$ cat src/rtl/decoder_pkg.sv
// Shared constants for the instruction decoder: data widths, opcode map and
// the controller state encoding.
package decoder_pkg;

   localparam int unsigned DEC_BYTE     = 8;
   localparam int unsigned DEC_WIDTH_IN = 2 * DEC_BYTE;

   // Opcode map (upper byte of the instruction word)
   localparam logic [7:0] OP_NOP  = 8'h00;
   localparam logic [7:0] OP_LDI  = 8'h01;
   localparam logic [7:0] OP_ADD  = 8'h02;
   localparam logic [7:0] OP_SUB  = 8'h03;
   localparam logic [7:0] OP_AND  = 8'h04;
   localparam logic [7:0] OP_OR   = 8'h05;
   localparam logic [7:0] OP_XOR  = 8'h06;
   localparam logic [7:0] OP_SHL  = 8'h07;
   localparam logic [7:0] OP_SHR  = 8'h08;
   localparam logic [7:0] OP_MUL  = 8'h09;
   localparam logic [7:0] OP_HALT = 8'hFF;

   typedef enum logic [2:0] {
      ST_IDLE      = 3'd0,
      ST_DECODE    = 3'd1,
      ST_EXECUTE   = 3'd2,
      ST_WRITEBACK = 3'd3,
      ST_HALTED    = 3'd4
   } state_t;

endpackage

$ cat src/rtl/instruction_decoder_shift_add_multiplier.sv
// shift_add_multiplier: unsigned width x width multiplier, one multiplier bit
// per cycle. Only built when DECODER_MUL_EN is defined.
// Ports: clk, reset (sync, active-high), start (load operands, also retires
//        bit 0), a/b operands, busy (iterating), done (one-cycle pulse after
//        the last bit), product (2*width, held until the next start).
`ifdef DECODER_MUL_EN
module shift_add_multiplier #(
   parameter int unsigned width = 8
) (
   input  logic                 clk,
   input  logic                 reset,
   input  logic                 start,
   input  logic [width-1:0]     a,
   input  logic [width-1:0]     b,
   output logic                 busy,
   output logic                 done,
   output logic [2*width-1:0]   product
);

   localparam int unsigned CNT_W = $clog2(width) + 1;

   logic [2*width-1:0] mcand;
   logic [width-1:0]   mplier;
   logic [CNT_W-1:0]   count;

   // The start edge already accumulates bit 0, so a full product takes
   // exactly width edges from start.
   always_ff @(posedge clk) begin
      if (reset) begin
         busy    <= 1'b0;
         done    <= 1'b0;
         product <= '0;
         mcand   <= '0;
         mplier  <= '0;
         count   <= '0;
      end else begin
         done <= 1'b0;
         if (start && !busy) begin
            product <= b[0] ? (2*width)'(a) : '0;
            mcand   <= (2*width)'(a) << 1;
            mplier  <= b >> 1;
            count   <= CNT_W'(1);
            busy    <= 1'b1;
         end else if (busy) begin
            if (mplier[0]) begin
               product <= product + mcand;
            end
            mcand  <= mcand << 1;
            mplier <= mplier >> 1;
            count  <= count + CNT_W'(1);
            if (count == CNT_W'(width - 1)) begin
               busy <= 1'b0;
               done <= 1'b1;
            end
         end
      end
   end

endmodule
`endif

$ cat src/rtl/instruction_decoder.sv
// instruction_decoder: accepts one instruction word per IDLE visit and runs
// it through DECODE / EXECUTE / WRITEBACK against an accumulator.
// Ports: clk, reset (sync, active-high), start_from_state_machine /
//        data_from_state_machine (instruction handshake in),
//        ready_for_state_machine (high in IDLE), acc, zero_flag, carry_flag,
//        done (retire pulse), illegal_opcode (sticky), halted.
// Parameters: byte_w (opcode/operand/acc width), width_in (instruction width).
// Build option: DECODER_MUL_EN adds the iterative MUL opcode (0x09).
module instruction_decoder
   import decoder_pkg::*;
#(
   parameter int unsigned byte_w   = DEC_BYTE,
   parameter int unsigned width_in = 2 * byte_w
) (
   input  logic                clk,
   input  logic                reset,
   input  logic                start_from_state_machine,
   input  logic [width_in-1:0] data_from_state_machine,
   output logic                ready_for_state_machine,
   output logic [byte_w-1:0]   acc,
   output logic                zero_flag,
   output logic                carry_flag,
   output logic                done,
   output logic                illegal_opcode,
   output logic                halted
);

   state_t            state;
   state_t            next_state;
   logic [byte_w-1:0] opcode;
   logic [byte_w-1:0] operand;
   logic              capture_c;

   logic [byte_w-1:0] acc_n;
   logic              zero_n;
   logic              carry_n;
   logic              done_n;
   logic              illegal_n;
   logic [byte_w-1:0] res;
   logic [byte_w:0]   sum;
   logic              alu;

`ifdef DECODER_MUL_EN
   logic                mul_start_c;
   logic                mul_busy;
   logic                mul_done;
   logic [2*byte_w-1:0] mul_product;

   shift_add_multiplier #(.width(byte_w)) u_mul (
      .clk     (clk),
      .reset   (reset),
      .start   (mul_start_c),
      .a       (acc),
      .b       (operand),
      .busy    (mul_busy),
      .done    (mul_done),
      .product (mul_product)
   );
`endif

   // Next-state logic
   always_comb begin
      next_state = state;
      capture_c  = 1'b0;
`ifdef DECODER_MUL_EN
      mul_start_c = 1'b0;
`endif
      case (state)
         ST_IDLE: begin
            if (start_from_state_machine) begin
               capture_c  = 1'b1;
               next_state = ST_DECODE;
            end
         end
         ST_DECODE: begin
            next_state = ST_EXECUTE;
`ifdef DECODER_MUL_EN
            // Launch on the DECODE->EXECUTE edge so EXECUTE spans the iterations
            mul_start_c = (opcode == byte_w'(OP_MUL));
`endif
         end
         ST_EXECUTE: begin
`ifdef DECODER_MUL_EN
            if ((opcode != byte_w'(OP_MUL)) || (mul_done && !mul_busy)) begin
               next_state = ST_WRITEBACK;
            end
`else
            next_state = ST_WRITEBACK;
`endif
         end
         ST_WRITEBACK: begin
            next_state = (opcode == byte_w'(OP_HALT)) ? ST_HALTED : ST_IDLE;
         end
         ST_HALTED: next_state = ST_HALTED;
         default:   next_state = ST_IDLE;
      endcase
   end

   // Writeback: accumulator and flag update for the retiring instruction
   always_comb begin
      acc_n     = acc;
      zero_n    = zero_flag;
      carry_n   = carry_flag;
      illegal_n = illegal_opcode;
      done_n    = 1'b0;
      res       = acc;
      sum       = '0;
      alu       = 1'b0;
      if (state == ST_WRITEBACK) begin
         done_n = 1'b1;
         case (opcode)
            byte_w'(OP_NOP), byte_w'(OP_HALT): begin
            end
            byte_w'(OP_LDI): begin
               res = operand; carry_n = 1'b0; alu = 1'b1;
            end
            byte_w'(OP_ADD): begin
               sum     = {1'b0, acc} + {1'b0, operand};
               res     = sum[byte_w-1:0];
               carry_n = sum[byte_w];
               alu     = 1'b1;
            end
            byte_w'(OP_SUB): begin
               res = acc - operand; carry_n = (acc < operand); alu = 1'b1;
            end
            byte_w'(OP_AND): begin
               res = acc & operand; carry_n = 1'b0; alu = 1'b1;
            end
            byte_w'(OP_OR): begin
               res = acc | operand; carry_n = 1'b0; alu = 1'b1;
            end
            byte_w'(OP_XOR): begin
               res = acc ^ operand; carry_n = 1'b0; alu = 1'b1;
            end
            byte_w'(OP_SHL): begin
               res = acc << operand[2:0]; carry_n = 1'b0; alu = 1'b1;
            end
            byte_w'(OP_SHR): begin
               res = acc >> operand[2:0]; carry_n = 1'b0; alu = 1'b1;
            end
`ifdef DECODER_MUL_EN
            byte_w'(OP_MUL): begin
               res     = mul_product[byte_w-1:0];
               carry_n = |mul_product[2*byte_w-1:byte_w];
               alu     = 1'b1;
            end
`endif
            default: illegal_n = 1'b1;
         endcase
         if (alu) begin
            acc_n  = res;
            zero_n = (res == '0);
         end
      end
   end

   // State register, instruction capture and registered outputs
   always_ff @(posedge clk) begin
      if (reset) begin
         state                   <= ST_IDLE;
         ready_for_state_machine <= 1'b1;
         halted                  <= 1'b0;
         acc                     <= '0;
         zero_flag               <= 1'b1;
         carry_flag              <= 1'b0;
         done                    <= 1'b0;
         illegal_opcode          <= 1'b0;
         opcode                  <= '0;
         operand                 <= '0;
      end else begin
         state                   <= next_state;
         ready_for_state_machine <= (next_state == ST_IDLE);
         halted                  <= (next_state == ST_HALTED);
         acc                     <= acc_n;
         zero_flag               <= zero_n;
         carry_flag              <= carry_n;
         done                    <= done_n;
         illegal_opcode          <= illegal_n;
         if (capture_c) begin
            opcode  <= data_from_state_machine[2*byte_w-1 -: byte_w];
            operand <= data_from_state_machine[byte_w-1:0];
         end
      end
   end

endmodule

$ cat config.mk
export PLATFORM = sky130hd
export DESIGN_NAME = instruction_decoder
export DESIGN_NICKNAME = d
export VERILOG_FILES = /design/src/rtl/decoder_pkg.sv /design/src/rtl/instruction_decoder_shift_add_multiplier.sv /design/src/rtl/instruction_decoder.sv
export SDC_FILE = /design/constraint.sdc
export NUM_CORES = 1
export LEC_CHECK = 0
export CORE_ASPECT_RATIO = 2
export CORE_MARGIN = 2
export CORE_UTILIZATION = 53
export DETAILED_ROUTE_END_ITERATION = 8
export PLACE_DENSITY = 0.79
export SETUP_SLACK_MARGIN = 0.15
export SLEW_MARGIN = 20
export SYNTH_ARGS = -nofsm -noshare
export SYNTH_HDL_FRONTEND = slang
export SYNTH_SLANG_ARGS = --single-unit
$ cat constraint.sdc
create_clock -name clk -period 2.65 [get_ports clk]
set_input_delay 0.265 -clock clk [delete_from_list [all_inputs] [get_ports clk]]
set_output_delay 0.265 -clock clk [all_outputs]
set_load 0.02 [all_outputs]
## After elaboration in Yosys (flattened, before gate mapping)

Index checks and enable logic that the tools add are counted.

- Register bits: 33
- Output and inout bits: 14
- Word-level logic and storage cells: 55

- $add $sub $neg: 2
- $lt $le $gt $ge: 1
- Equality and inequality tests: 14
- Shifts and indexed selects: 2
- Muxes and demuxes: 11
- Bitwise logic cells: 4
- Reductions and logical operators: 11

Operators by type and width:

| kind | number |
|---|---|
| case mux 8 bit (8 select lines) | 1 |
| == test 8 x 3 -> 1 bit (second input constant) | 4 |
| == test 8 x 2 -> 1 bit (second input constant) | 2 |
| zero test 8 bit | 2 |
| case mux 3 bit (5 select lines) | 1 |
| OR reduction 10 bit | 1 |
| adder 8 x 8 -> 9 bit | 1 |
| bitwise AND 8 bit | 1 |
| == test 8 x 1 -> 1 bit (second input constant) | 1 |
| == test 8 x 4 -> 1 bit (second input constant) | 1 |
| == test 8 bit (second input constant) | 1 |
| less-than comparator 8 bit | 1 |
| 2-to-1 mux 8 bit | 1 |
| bitwise OR 8 bit | 1 |
| OR reduction 8 bit | 1 |
| << shifter 8 x 3 -> 8 bit | 1 |
| right shift 8 x 3 -> 8 bit | 1 |
| subtractor 8 bit | 1 |
| XOR 8 bit | 1 |
| == test 3 x 2 -> 1 bit (second input constant) | 2 |
| == test 3 bit (second input constant) | 2 |
| zero test 3 bit | 2 |
| 2-to-1 mux 3 bit | 2 |
| AND reduction 2 bit | 3 |
| 6 further kinds | 10 |

## Longest topological paths before layout

- Word-level depth: 5
- Mapped depth: 11
- Depth with buffers taken out: 10

## Least setup slack after synthesis

Ideal clock, no wire load.

- Path kind: reg2reg
- Start: register acc[0]
- End: register zero_flag
- Setup time: 84 ps
- Data arrival time: 2576 ps
- Path slack: -10 ps
- Stages on the path, launching flop included: 10
- Cell sequence: dfxtp_1 > inv_1 > ha_1 > fa_1 > nor3_1 > nor3_1 > o311a_1 > and4_1 > o32a_2 > o31ai_2

- Longest elaborated chain between the ends: 4

Ends and longest elaborated chain:

| what | RTL line | text |
|---|---|---|
| start, declared | instruction_decoder.sv:20 | `output logic [byte_w-1:0] acc,` |
| start signal, assigned | instruction_decoder.sv:174 | `acc <= acc_n;` |
| subtractor 8 bit, or another cell as far along | instruction_decoder.sv:124 | `res = acc - operand; carry_n = (acc < operand); alu = 1'b1;` |
| case mux 8 bit (8 select lines) (*) | instruction_decoder.sv:111 | `case (opcode)` |
| 2-to-1 mux 8 bit (*) | instruction_decoder.sv:109 | `if (state == ST_WRITEBACK) begin` |
| zero test 8 bit (*) | instruction_decoder.sv:152 | `zero_n = (res == '0);` |
| end signal, assigned | instruction_decoder.sv:175 | `zero_flag <= zero_n;` |
| end, declared | instruction_decoder.sv:21 | `output logic zero_flag,` |

Every way passes the cells marked *; elsewhere a longest branch is shown, timed or not. The select of a mux whose other input is x is not followed.
A chain may end at the register's enable or synchronous reset.

## Worst setup path in the final report

- Start: register operand[3]
- End: register zero_flag

- Longest elaborated chain between the ends: 4

Ends and longest elaborated chain:

| what | RTL line | text |
|---|---|---|
| start, declared | instruction_decoder.sv:31 | `logic [byte_w-1:0] operand;` |
| start signal, assigned | instruction_decoder.sv:181 | `operand <= data_from_state_machine[byte_w-1:0];` |
| subtractor 8 bit, or another cell as far along | instruction_decoder.sv:124 |  |
| case mux 8 bit (8 select lines) (*) | instruction_decoder.sv:111 |  |
| 2-to-1 mux 8 bit (*) | instruction_decoder.sv:109 |  |
| zero test 8 bit (*) | instruction_decoder.sv:152 |  |

Marked as above.

==> results.md <==
- Max Slew Vio Count: 0
- GP Congestion: 1.055
- Largest net degree at the start of global routing: 18
- Clk root buf: clkbuf_16
- ANT cells: 0
- Yosys warning total: 0
- Final Net Count: just over 500
- Final setup fails: 0
- Yosys cell types: 80
- Worst setup EP type: flop
- Hold Crit Class: reg -> reg
- VDD IR max: ~460 uV
- Routed vias/inst: approximately 6.4
- Antenna violations before repair: 0
- Final hold vios: 0
- Clock sinks: 33
- Required @ worst endpoint: roughly 2.9 ns
- Setup Total Neg Slack: 0 ns
- CORE AREA: 6207 sq um
- Hold Path Depth: 2
- TritonCTS buffer count: 5
- WP data arrival: 2.79 ns
- Syn-to-layout area delta: 28.21%
- Startpoint Class: flop
- Pin slew with the least headroom to its limit: 0.7652 ns
- Synthesized area: about 3400 sq um
- Drt wl/cell: 20.64 um
- Pleak: ~1.6 nW
- Largest family of logic cells by synthesized area: simple AND/OR/NAND/NOR gates
- FF-to-FF setup slack: roughly 0.066 ns
- Relative max-transition margin: between 40% and 50%
- Clk slew on worst S/H paths: around 0.060 ns
- GRT overflow: 0
- Via total after detailed routing: roughly 3.6k
- Die Wd: 60.28 um
- Mapped Cells: 416
- RSZ-0062 raised after global routing: true
- Hold Path Sink: illegal_opcode
- Port Buf Inserts: 32
- Fraction of synthesized cell area in xor and xnor cells: 1.044%
- Critical path fanouts, max: 9
- CTS Buffer Depth: 2
- Routed Wire Length: approximately 11 mm
- Critical path type: reg -> reg
- Worst r2r src: operand[3]
- Synth Register Bits: 33
- Syn_nets: about 460
- Fillers: approximately 500
- TritonCTS clock tree: done
- Minimum clock period: 2.584 ns
- Fraction of registers with async set/reset: 0%
- Post-synthesis mux area share: under 10%
- Die Area: 7025 sq um
- Io pins: 33
- Power per cell area: between 400 and 500 nW/um^2
- Clk_lat worst skew: roughly 0.29 ns
- Synth Area in Compound Gates: 23.93%
- Drt pass-1 iters: 5
- All-Layer GR Usage: 34.46%
- Drt initial violations: 372
- Max cap viols: 0
- Vias in the first global route: between 3k and 4k
- Worst reg2reg endpoint: zero_flag
- Seq/Total Area, Yosys: 19.68%
- Residual DRC: 0
- FF-to-FF path depth: 9
- Post-DRT Antenna Nets: 0
- Skew final: approximately 0.0071 ns
- Layout cells sized above 1: 24.42%
- Commonest non-fill, non-tap cell in the layout: nand2_1
- Status: completed
- Pwr Total: roughly 1.8 mW
- Top_reg_cell synth: dfxtp_1
- Mean Syn Cell Area: about 8.1 sq um
- Fmax: 0.3869 GHz
- Tcrit/Tclk final: between 90% and 100%
- Synthesized-area fraction occupied by and/or/nand/nor cells: 25.23%
- Most frequent cells in the layout: nand2_1 (54), buf_4 (50), clkdlybuf4s50_1 (32)
- Die extent in y: approximately 120 um
- Global-route wire length before repair: approximately 18 mm
- Starting Density: between 50% and 60%
- H-tree depth: 2
- DP Wirelength: 8.331 mm
- EDFF count, synth: 0
- # rows: 41
- Hold_sp: illegal_opcode
- Synth Area in Adders: a little over a tenth
## where the power goes
group	total, mW	internal [mW]	switching (mW)
combinational	0.597	0.253	0.344
sequential	0.561	0.523	0.0385
clock	0.656	0.432	0.224
## cell families (layout without fill, tap and decap cells)
group           count (synthesis)  count (layout)
simple gates                  153             153
xor+xnor                        4               4
compound gates                110             110
mux                            24              24
buf+inv                        65             120
fa+ha+maj                      27              27
flops                          33              33
## what timing repair did
action | CTS | global route
hold buffers | 0 | 0
setup endpoints to repair | 2 | 6
pin swaps | 1 | 15
buffers inserted | 0 | 5
resized for setup | 1 | 31
## flip-flops by register name, indices dropped and copies added, names as in the netlist
name,count
acc,8
opcode,8
operand,8
state,3
carry_flag,1
done,1
halted,1
illegal_opcode,1
ready_for_state_machine,1
zero_flag,1
## metrics by stage
step | setup WS [ns] | std cells | util [%] | cell area (sq um) | hold slack [ns]
after global placement | 0.1478 | 544 | 63.58 | 3946 | 0.4666
final | 0.06551 | 557 | 69.34 | 4304 | 0.4916
after detailed placement | 0.08115 | 544 | 63.58 | 3946 | 0.4852
after global routing | 0.006420 | 557 | 69.34 | 4304 | 0.5170
after CTS | 0.1422 | 552 | 66.30 | 4115 | 0.4954
after floorplan | 0.1628 | 416 | - | 3395 | 0.4010
## metal layers
| metal | GRT usage, % | vias to the layer above | share of wire, % | wire length [um] |
|---|---|---|---|---|
| met5 | 0 | - | 0 | 0 |
| met2 | 54.64 | 242 | 49 | 5587 |
| li1 | - | 1623 | - | - |
| met3 | 5.316 | 81 | 7.1 | 812 |
| met4 | 25.19 | 0 | 9.3 | 1069 |
| met1 | 40.66 | 1621 | 35 | 4026 |
## layout make-up
cell class / count / area [sq um] / share of cell area, %
Clock buffer: 8 / 167.7 / 3.895
Tap cell: 86 / 107.6 / 2.500
Timing Repair Buffer: 84 / 718.2 / 16.69
Sequential cell: 33 / 673.1 / 15.64
Inverter: 28 / 112.6 / 2.616
Multi-Input combinational cell: 318 / 2525 / 58.66
## cell usage after synthesis (all sizes together) (4+ instances only)
cell type	instances	share of area [%]
nor3	14	2.6
a2111oi	9	2.8
nand4	5	0.93
a211oi	8	1.8
clkbuf	16	2.1
inv	28	3.1
a221oi	4	1.2
mux4	7	4.8
buf	21	4.5
o211ai	4	1.0
nor2b	6	1.1
dfxtp	33	20
o21ai	13	1.9
nand3	9	1.5
a21oi	31	4.6
nand2	55	6.2
nand2b	7	1.3
nor2	26	3.0
xnor2	4	1.0
mux2i	17	5.1
o31ai	6	1.9
nand3b	5	1.1
ha	25	9.3
## critical path, stage by stage, from the launching register on
cell and delay [ns]:
dfxtp_1 0.44, inv_1 0.10, ha_2 0.35, mux2i_1 0.17, o22ai_1 0.15, a32oi_1 0.25
o2111ai_1 0.21, a2111oi_4 0.39, nand4_1 0.20, o31ai_4 0.24
## worst max path at each step
stage | start | to | slack, ns | cells after the start
detailed placement | operand[1] | zero_flag | 0.08 | 9
global placement | opcode[1] | zero_flag | 0.15 | 9
finish | operand[3] | zero_flag | 0.07 | 9
CTS | operand[0] | zero_flag | 0.14 | 10
global route | operand[0] | zero_flag | 0.006 | 10
floorplan | operand[1] | zero_flag | 0.16 | 10
Power figures use the tool's default switching activity.
